<file path="src/rtl/bcd_seg_scan.sv">
// Multiplexed common-anode seven-segment driver: captures BCD digits on load and
// scans them round-robin with optional leading-zero blanking and a dash for illegal codes.
module bcd_seg_scan #(
  parameter int DIGITS      = 4,
  parameter int REFRESH_DIV = 4,
  parameter bit BLANK_LZ    = 1'b1
) (
  input  logic                  clk,
  input  logic                  reset,
  input  logic [4*DIGITS-1:0]   bcd_in,
  input  logic                  load,
  output logic [6:0]            seg,
  output logic [DIGITS-1:0]     an,
  output logic                  frame
);

  localparam int DW = $clog2(REFRESH_DIV);
  localparam int IW = $clog2(DIGITS);
  localparam logic [DW-1:0] DIV_LAST = DW'(REFRESH_DIV - 1);
  localparam logic [IW-1:0] IDX_LAST = IW'(DIGITS - 1);

  logic [DIGITS-1:0][3:0] shadow_q, shadow_d;
  logic [DW-1:0]          div_q, div_d;
  logic [IW-1:0]          idx_q, idx_d;
  logic [6:0]             seg_q, seg_d;
  logic [DIGITS-1:0]      an_q, an_d;
  logic                   frame_q, frame_d;
  logic [DIGITS-1:0]      lz_blank;
  logic                   slot_end;

  function automatic logic [6:0] decode(input logic [3:0] d);
    case (d)
      4'd0:    decode = 7'h40;
      4'd1:    decode = 7'h79;
      4'd2:    decode = 7'h24;
      4'd3:    decode = 7'h30;
      4'd4:    decode = 7'h19;
      4'd5:    decode = 7'h12;
      4'd6:    decode = 7'h02;
      4'd7:    decode = 7'h78;
      4'd8:    decode = 7'h00;
      4'd9:    decode = 7'h10;
      default: decode = 7'h3F;
    endcase
  endfunction

  always_comb begin
    slot_end = (div_q == DIV_LAST);
    div_d    = slot_end ? '0 : div_q + DW'(1);
    idx_d    = idx_q;
    if (slot_end) idx_d = (idx_q == IDX_LAST) ? '0 : idx_q + IW'(1);
    shadow_d = load ? bcd_in : shadow_q;
  end

  // Digit i is a leading zero when it and every nibble above it are zero; digit 0 never blanks.
  always_comb begin
    logic hi_zero;
    hi_zero  = 1'b1;
    lz_blank = '0;
    for (int i = DIGITS - 1; i > 0; i--) begin
      hi_zero     = hi_zero & (shadow_q[i] == 4'd0);
      lz_blank[i] = hi_zero;
    end
  end

  always_comb begin
    frame_d = (idx_q == '0) && (div_q == '0);
    if (BLANK_LZ && lz_blank[idx_q]) begin
      seg_d = 7'h7F;
      an_d  = '1;
    end else begin
      seg_d = decode(shadow_q[idx_q]);
      an_d  = ~(DIGITS'(1) << idx_q);
    end
  end

  always_ff @(posedge clk or negedge reset) begin
    if (!reset) begin
      shadow_q <= '0;
      div_q    <= '0;
      idx_q    <= '0;
      seg_q    <= 7'h7F;
      an_q     <= '1;
      frame_q  <= 1'b0;
    end else begin
      shadow_q <= shadow_d;
      div_q    <= div_d;
      idx_q    <= idx_d;
      seg_q    <= seg_d;
      an_q     <= an_d;
      frame_q  <= frame_d;
    end
  end

  assign seg   = seg_q;
  assign an    = an_q;
  assign frame = frame_q;

endmodule
</file>
<file path="config.mk">
export PLATFORM = sky130hd
export DESIGN_NAME = bcd_seg_scan
export DESIGN_NICKNAME = d
export VERILOG_FILES = /design/src/rtl/bcd_seg_scan.sv
export SDC_FILE = /design/constraint.sdc
export NUM_CORES = 1
export LEC_CHECK = 0
export ABC_AREA = 1
export CELL_PAD_IN_SITES_DETAIL_PLACEMENT = 1
export CELL_PAD_IN_SITES_GLOBAL_PLACEMENT = 1
export CORE_ASPECT_RATIO = 0.75
export CORE_UTILIZATION = 42
export DETAILED_ROUTE_END_ITERATION = 16
export GPL_TIMING_DRIVEN = 0
export HOLD_SLACK_MARGIN = 0.1
export PLACE_DENSITY = 0.86
export SLEW_MARGIN = 20
export SYNTH_ARGS = -nofsm -noshare
export SYNTH_HDL_FRONTEND = slang
export SYNTH_SLANG_ARGS = --single-unit
</file>
<file path="constraint.sdc">
create_clock -name clk -period 2.8 [get_ports clk]
set_input_delay 0.42 -clock clk [delete_from_list [all_inputs] [get_ports clk]]
set_output_delay 0.42 -clock clk [all_outputs]
set_load 0.02 [all_outputs]
</file>
Yosys cells after proc, flatten, opt, wreduce, memory -nomap -nowiden:

Memories as Yosys holds them, arrays and structs flattened.
Cells that the tools add are included.

* flip-flop bits (word level): 32
* latch bits: 0
* RAM bits: 0
* memory bits (read-only): 112
* input bits: 19
* memories: 1

* add/subtract/negate cells: 2
* multipliers: 0
* divide/modulo/power cells: 0
* magnitude comparators: 1
* equal/unequal tests: 2
* shifts and indexed selects: 1
* mux-type cells: 8
* bitwise logic cells: 3
* reduce and logical (&&, ||, !) cells: 6

Memory list
* (name not given): words 16, width 7, read ports 1, clocked after memory_dff 0, write ports 0, RTL line 32 `case (d)`

Operators by type and width (count)
* $logic_not A4 Y1: 3
* $bmux W4 S2: 1
* $mux W4: 2
* $mux W7: 1
* $add A2 B1 Y2 const B: 2
* $eq A2 B2 Y1 const B: 2
* $logic_not A2 Y1: 2
* $mux W2: 2
* $not A4 Y4: 1
* $shl A1 B2 Y4 const A: 1
* $lt A2 B3 Y1 const B: 1
* $and A1 B1 Y1: 2
* $bmux W1 S2: 1
* $logic_and A1 B1 Y1: 1
* $mux W1: 1

Logic depth before layout (Yosys ltp):

* depth after elaboration: 6
* gate-level depth with buffers: 10
* depth with buffers taken out: 10

Worst setup path after synthesis:

No wires, ideal clock.

* path type: register to register
* start: register idx_q[1]
* end: register seg_q[5] (netlist: seg[5])
* setup time: 0.085 ns
* data arrival time: 1.340 ns
* slack: 1.375 ns
* stages on the path, launching flop included: 10
* path buffers: 0
* clock period less this slack: 1.425 ns
* cells stage by stage: dfrtp_1 > inv_4 > nand3_1 > nand2_2 > inv_1 > ha_1 > inv_1 > nand3_1 > nand3_1 > nand3_1

* longest elaborated chain between the ends: 4
* elaborated cells on any way between the ends: 6
* classes of those cells: mux (5); memory (1)

RTL lines
* start, declared: RTL line 24 `logic [IW-1:0] idx_q, idx_d;`
* start signal, assigned: RTL line 88 `idx_q <= idx_d;`
* $bmux W4 S2: RTL line 72 `seg_d = decode(shadow_q[idx_q]);`
* $mux W4 (not written as such): RTL line 72
* $mem_v2 Z16 W7
* $mux W7 (*): RTL line 68 `if (BLANK_LZ && lz_blank[idx_q]) begin`
* via seg_d[5]: RTL line 25 `logic [6:0] seg_q, seg_d;`
* end signal, assigned: RTL line 89 `seg_q <= seg_d;`
* end, declared: RTL line 25

Mark *: on every way through the listed nets, which the timed path passes. The rest lies on a longest branch. The select of a mux whose other input is x is not followed.
A chain may end at the register's enable or synchronous reset.

Worst setup path in the final report:

* start: register seg_q[0] (netlist: seg[0])
* end: output seg[0]

RTL lines
* end, declared: RTL line 12 `output logic [6:0] seg,`

No word-level cell between the ends.

==> report_table.html <==
<table>
<tr><th>Metric</th><th>Value</th></tr>
<tr><th colspan="2">Global route</th></tr>
<tr><td>Antenna violations before repair</td><td>0</td></tr>
<tr><td>Tot GR Track Use</td><td>19.9%</td></tr>
<tr><td>Via count of the first global-routing pass</td><td>about 1,300</td></tr>
<tr><td>First-pass GRT wire length</td><td>around 6000 um</td></tr>
<tr><td>Pin count of the biggest net entering global routing</td><td>33</td></tr>
<tr><td>Global route total overflow</td><td>0</td></tr>
<tr><th colspan="2">Pwr</th></tr>
<tr><td>Power per cell area</td><td>between 500 and 600 nW/um^2</td></tr>
<tr><td>Static leakage power</td><td>0.956 nW</td></tr>
<tr><td>Maximum VDD drop</td><td>around 0.29 mV</td></tr>
<tr><th colspan="2">Setup path</th></tr>
<tr><td>Startpoint type of the worst setup path</td><td>flop</td></tr>
<tr><td>Required time of the critical path</td><td>roughly 2400 ps</td></tr>
<tr><td>Cell at the slowest stage of the critical path</td><td>sky130_fd_sc_hd__clkdlybuf4s50_1</td></tr>
<tr><td>Largest stage delay on the critical path</td><td>between 600 and 700 ps</td></tr>
<tr><td>Buffer and inverter count on the worst path</td><td>1</td></tr>
<tr><td>Critical setup path kind</td><td>flop to output pin</td></tr>
<tr><td>Arrival @ worst endpoint</td><td>1410 ps</td></tr>
<tr><td>Worst path top cell family by delay</td><td>buffers and inverters</td></tr>
<tr><td>Worst Path Max Fanout</td><td>1</td></tr>
<tr><td>Cells along the critical path</td><td>clkdlybuf4s50_1</td></tr>
<tr><td>Critical Path End Type</td><td>output pin</td></tr>
<tr><th colspan="2">Route</th></tr>
<tr><td>Number of nets with antenna violations after routing</td><td>0</td></tr>
<tr><td>Detailed-route wire length</td><td>around 3400 um</td></tr>
<tr><td>DRC</td><td>0</td></tr>
<tr><td>Initial drt markers</td><td>38</td></tr>
<tr><td>Routed wirelength normalized by instance count</td><td>13.4 um</td></tr>
<tr><td>Per-cell via count in the routed design</td><td>4.80</td></tr>
<tr><td>Length of the first detailed-routing pass in iterations</td><td>2</td></tr>
<tr><td>Via count</td><td>1,230</td></tr>
<tr><th colspan="2">CTS</th></tr>
<tr><td>Max clock buf depth</td><td>2</td></tr>
<tr><td>CTS resizes</td><td>0</td></tr>
<tr><td>Post-CTS repair timing setup buffer count</td><td>0</td></tr>
<tr><td>H-Tree Level Count</td><td>2</td></tr>
<tr><td>Sinks on Clock Net</td><td>32</td></tr>
<tr><td>CTS Root Buffer Type</td><td>sky130_fd_sc_hd__clkbuf_8</td></tr>
<tr><td>Clock tree from TritonCTS</td><td>done</td></tr>
<tr><td>Total clock buffers created by CTS</td><td>5</td></tr>
<tr><td>Post-CTS Hold Buffers</td><td>0</td></tr>
<tr><td>Clock latency on the worst-skew pair</td><td>between 200 and 300 ps</td></tr>
<tr><td>Clock Pin Slew Worst Setup and Hold Paths</td><td>70 ps</td></tr>
<tr><th colspan="2">Die</th></tr>
<tr><td>Die ar.</td><td>approximately 4100 sq um</td></tr>
<tr><td>Starting density of the core</td><td>a little over two fifths</td></tr>
<tr><td>I/O pin count</td><td>31</td></tr>
<tr><td>Cell row count</td><td>19</td></tr>
<tr><td>Chip Width</td><td>between 70 and 80 um</td></tr>
<tr><td>Chip Height</td><td>between 50 and 60 um</td></tr>
<tr><td>Core region area</td><td>between 3000 and 4000 sq um</td></tr>
<tr><th colspan="2">Timing</th></tr>
<tr><td>Accumulated negative setup slack</td><td>0 ps</td></tr>
<tr><td>Transition time at the pin with the least slew margin</td><td>between 600 and 700 ps</td></tr>
<tr><td>Number of setup violations in the final report</td><td>0</td></tr>
<tr><td>Clock period minus final worst setup slack</td><td>1830 ps</td></tr>
<tr><td>Setup repair after global routing missed its margin</td><td>no</td></tr>
<tr><td>Setup skew after layout</td><td>about 6.6 ps</td></tr>
<tr><td>Final Hold Vio Count</td><td>0</td></tr>
<tr><td>Final worst-path setup slack</td><td>just under 1000 ps</td></tr>
<tr><td>Maximum clock frequency</td><td>about 0.55 GHz</td></tr>
<tr><td>Fin. max-slew vios</td><td>0</td></tr>
<tr><td>Worst max-slew margin expressed relative to the limit</td><td>54.4%</td></tr>
<tr><td>Portion of the clock cycle consumed by the worst path in the final layout</td><td>roughly two thirds</td></tr>
<tr><th colspan="2">Final layout</th></tr>
<tr><td>P&amp;R area growth vs syn</td><td>27.4%</td></tr>
<tr><td>Commonest cells after routing, fill and taps aside</td><td>sky130_fd_sc_hd__nand2_1, sky130_fd_sc_hd__clkdlybuf4s50_1, sky130_fd_sc_hd__nand3_1, sky130_fd_sc_hd__dfrtp_1, sky130_fd_sc_hd__inv_1</td></tr>
<tr><td>Layout cells sized above 1</td><td>roughly a fifth</td></tr>
<tr><td>Filler instances</td><td>around 420</td></tr>
<tr><td>Number of antenna diodes</td><td>0</td></tr>
<tr><td>Final layout net count</td><td>about 240</td></tr>
<tr><td>Leading cell type in the layout, fill and taps excluded</td><td>sky130_fd_sc_hd__nand2_1</td></tr>
<tr><th colspan="2">Yosys</th></tr>
<tr><td>Post-synthesis cell area</td><td>between 1500 and 2000 sq um</td></tr>
<tr><td>Synthesized instance count</td><td>167</td></tr>
<tr><td>Number of distinct standard cells referenced by the synthesized netlist</td><td>21</td></tr>
<tr><td>Synthesized area per cell</td><td>between 9 and 10 sq um</td></tr>
<tr><td>Synthesized Nets</td><td>199</td></tr>
<tr><td>Sequential cell area fraction in the yosys report</td><td>between 50% and 60%</td></tr>
<tr><td>Flops &amp; latches, synth</td><td>32</td></tr>
<tr><td>Synth warnings</td><td>0</td></tr>
<tr><th colspan="2">Placed design</th></tr>
<tr><td>HPWL reported at the end of detailed placement</td><td>between 2000 and 3000 um</td></tr>
<tr><td>Place WS</td><td>between 1000 and 1500 ps</td></tr>
<tr><td>Routability Congestion</td><td>about 0.86</td></tr>
<tr><td>Count of port buffers added during placement</td><td>29</td></tr>
<tr><th colspan="2">Outcome</th></tr>
<tr><td>Status</td><td>completed</td></tr>
<tr><th colspan="2">Worst hold path</th></tr>
<tr><td>Hold Path Class</td><td>input pin to async pin</td></tr>
<tr><th colspan="2">Job</th></tr>
<tr><td>Max cap viols</td><td>0</td></tr>
</table>
[Yosys cell counts]
library cell	count	share of area, %
sky130_fd_sc_hd__nor2_1	3	0.70
sky130_fd_sc_hd__buf_1	1	0.23
sky130_fd_sc_hd__inv_4	1	0.39
sky130_fd_sc_hd__o21ai_0	13	4.0
sky130_fd_sc_hd__nand2_2	4	1.6
sky130_fd_sc_hd__mux2_2	6	4.2
sky130_fd_sc_hd__inv_1	19	4.4
sky130_fd_sc_hd__nand2_1	38	8.9
sky130_fd_sc_hd__buf_6	1	0.70
sky130_fd_sc_hd__buf_2	1	0.31
sky130_fd_sc_hd__dfrtp_1	21	33
sky130_fd_sc_hd__nand4_1	1	0.39
sky130_fd_sc_hd__a21oi_1	2	0.62
sky130_fd_sc_hd__clkbuf_1	1	0.23
sky130_fd_sc_hd__nand3_1	23	7.2
sky130_fd_sc_hd__nand2_4	3	2.1
sky130_fd_sc_hd__nand3_2	1	0.62
sky130_fd_sc_hd__nand3_4	2	2.2
sky130_fd_sc_hd__dfstp_2	11	18
sky130_fd_sc_hd__ha_1	13	10
sky130_fd_sc_hd__inv_2	2	0.47
[final timing paths]
| path | slack, ps | cells past startpoint | to | from |
|---|---|---|---|---|
| setup / recovery | 970 | 1 | seg[0] | seg[0]$_DFF_PN1_ |
| hold / removal | 180 | 1 | shadow_q[1]$_DFFE_PN0P_ | reset |
| setup reg to reg | 1100 | 9 | seg[5]$_DFF_PN1_ | idx_q[1]$_DFFE_PN0P_ |
| hold reg to reg | 470 | 1 | div_q[0]$_DFF_PN0_ | div_q[0]$_DFF_PN0_ |
| max in group asynchronous | 2180 | 1 | shadow_q[11]$_DFFE_PN0P_ | reset |
| min in group clk | 470 | 1 | div_q[0]$_DFF_PN0_ | div_q[0]$_DFF_PN0_ |
[stage by stage]
stage / instances / power (mW) / util, % / hold slack [ps] / cell area [sq um]
6_report: 256 / 1.09 / 55.9 / 179 / 2050
5_1_grt: 256 / 1.14 / 55.9 / 246 / 2050
4_1_cts: 256 / 1.10 / 55.9 / 201 / 2050
3_5_place_dp: 248 / 0.740 / 53.5 / 466 / 1960
3_3_place_gp: 248 / 0.726 / 53.6 / 443 / 1960
2_1_floorplan: 167 / 0.646 / - / 124 / 1610
[area by class of cell]
cell class / count / area, sq um / area share [%]
Sequential cell: 32 / 815 / 39.8
Multi-Input combinational cell: 109 / 684 / 33.4
Timing Repair Buffer: 29 / 285 / 13.9
Clock buffer: 8 / 90.1 / 4.40
Inverter: 22 / 85.1 / 4.15
Tap cell: 52 / 65.1 / 3.18
Buffer: 4 / 23.8 / 1.16
[metal layers]
metal | vias to the layer above | track usage (%) | wire, um
met2 | 27 | 33.0 | 1760
met4 | 0 | 9.89 | 64
met3 | 7 | 5.25 | 116
li1 | 606 | - | -
met1 | 590 | 23.8 | 1490
met5 | - | 0 | 0
[power breakdown]
part	total, mW	internal (mW)	leakage [nW]	switching, mW
clock network	0.362	0.200	0.0455	0.162
registers	0.530	0.513	0.368	0.0177
logic	0.199	0.0901	0.542	0.108
[cell families after synthesis]
group	synth area share (%)
buffers and inverters	6.77
flip-flops	50.7
adder cells (fa/ha/maj)	10.1
AND/OR/NAND/NOR	23.6
AO/OA/AOI/OAI	4.67
multiplexers	4.20
[registers in the layout, indices dropped and copies added, names as in the netlist]
| signal | count |
|---|---|
| an | 4 |
| frame | 1 |
| idx_q | 2 |
| div_q | 2 |
| seg | 7 |
| shadow_q | 16 |
Note: power is estimated with default switching activity, not from simulation.
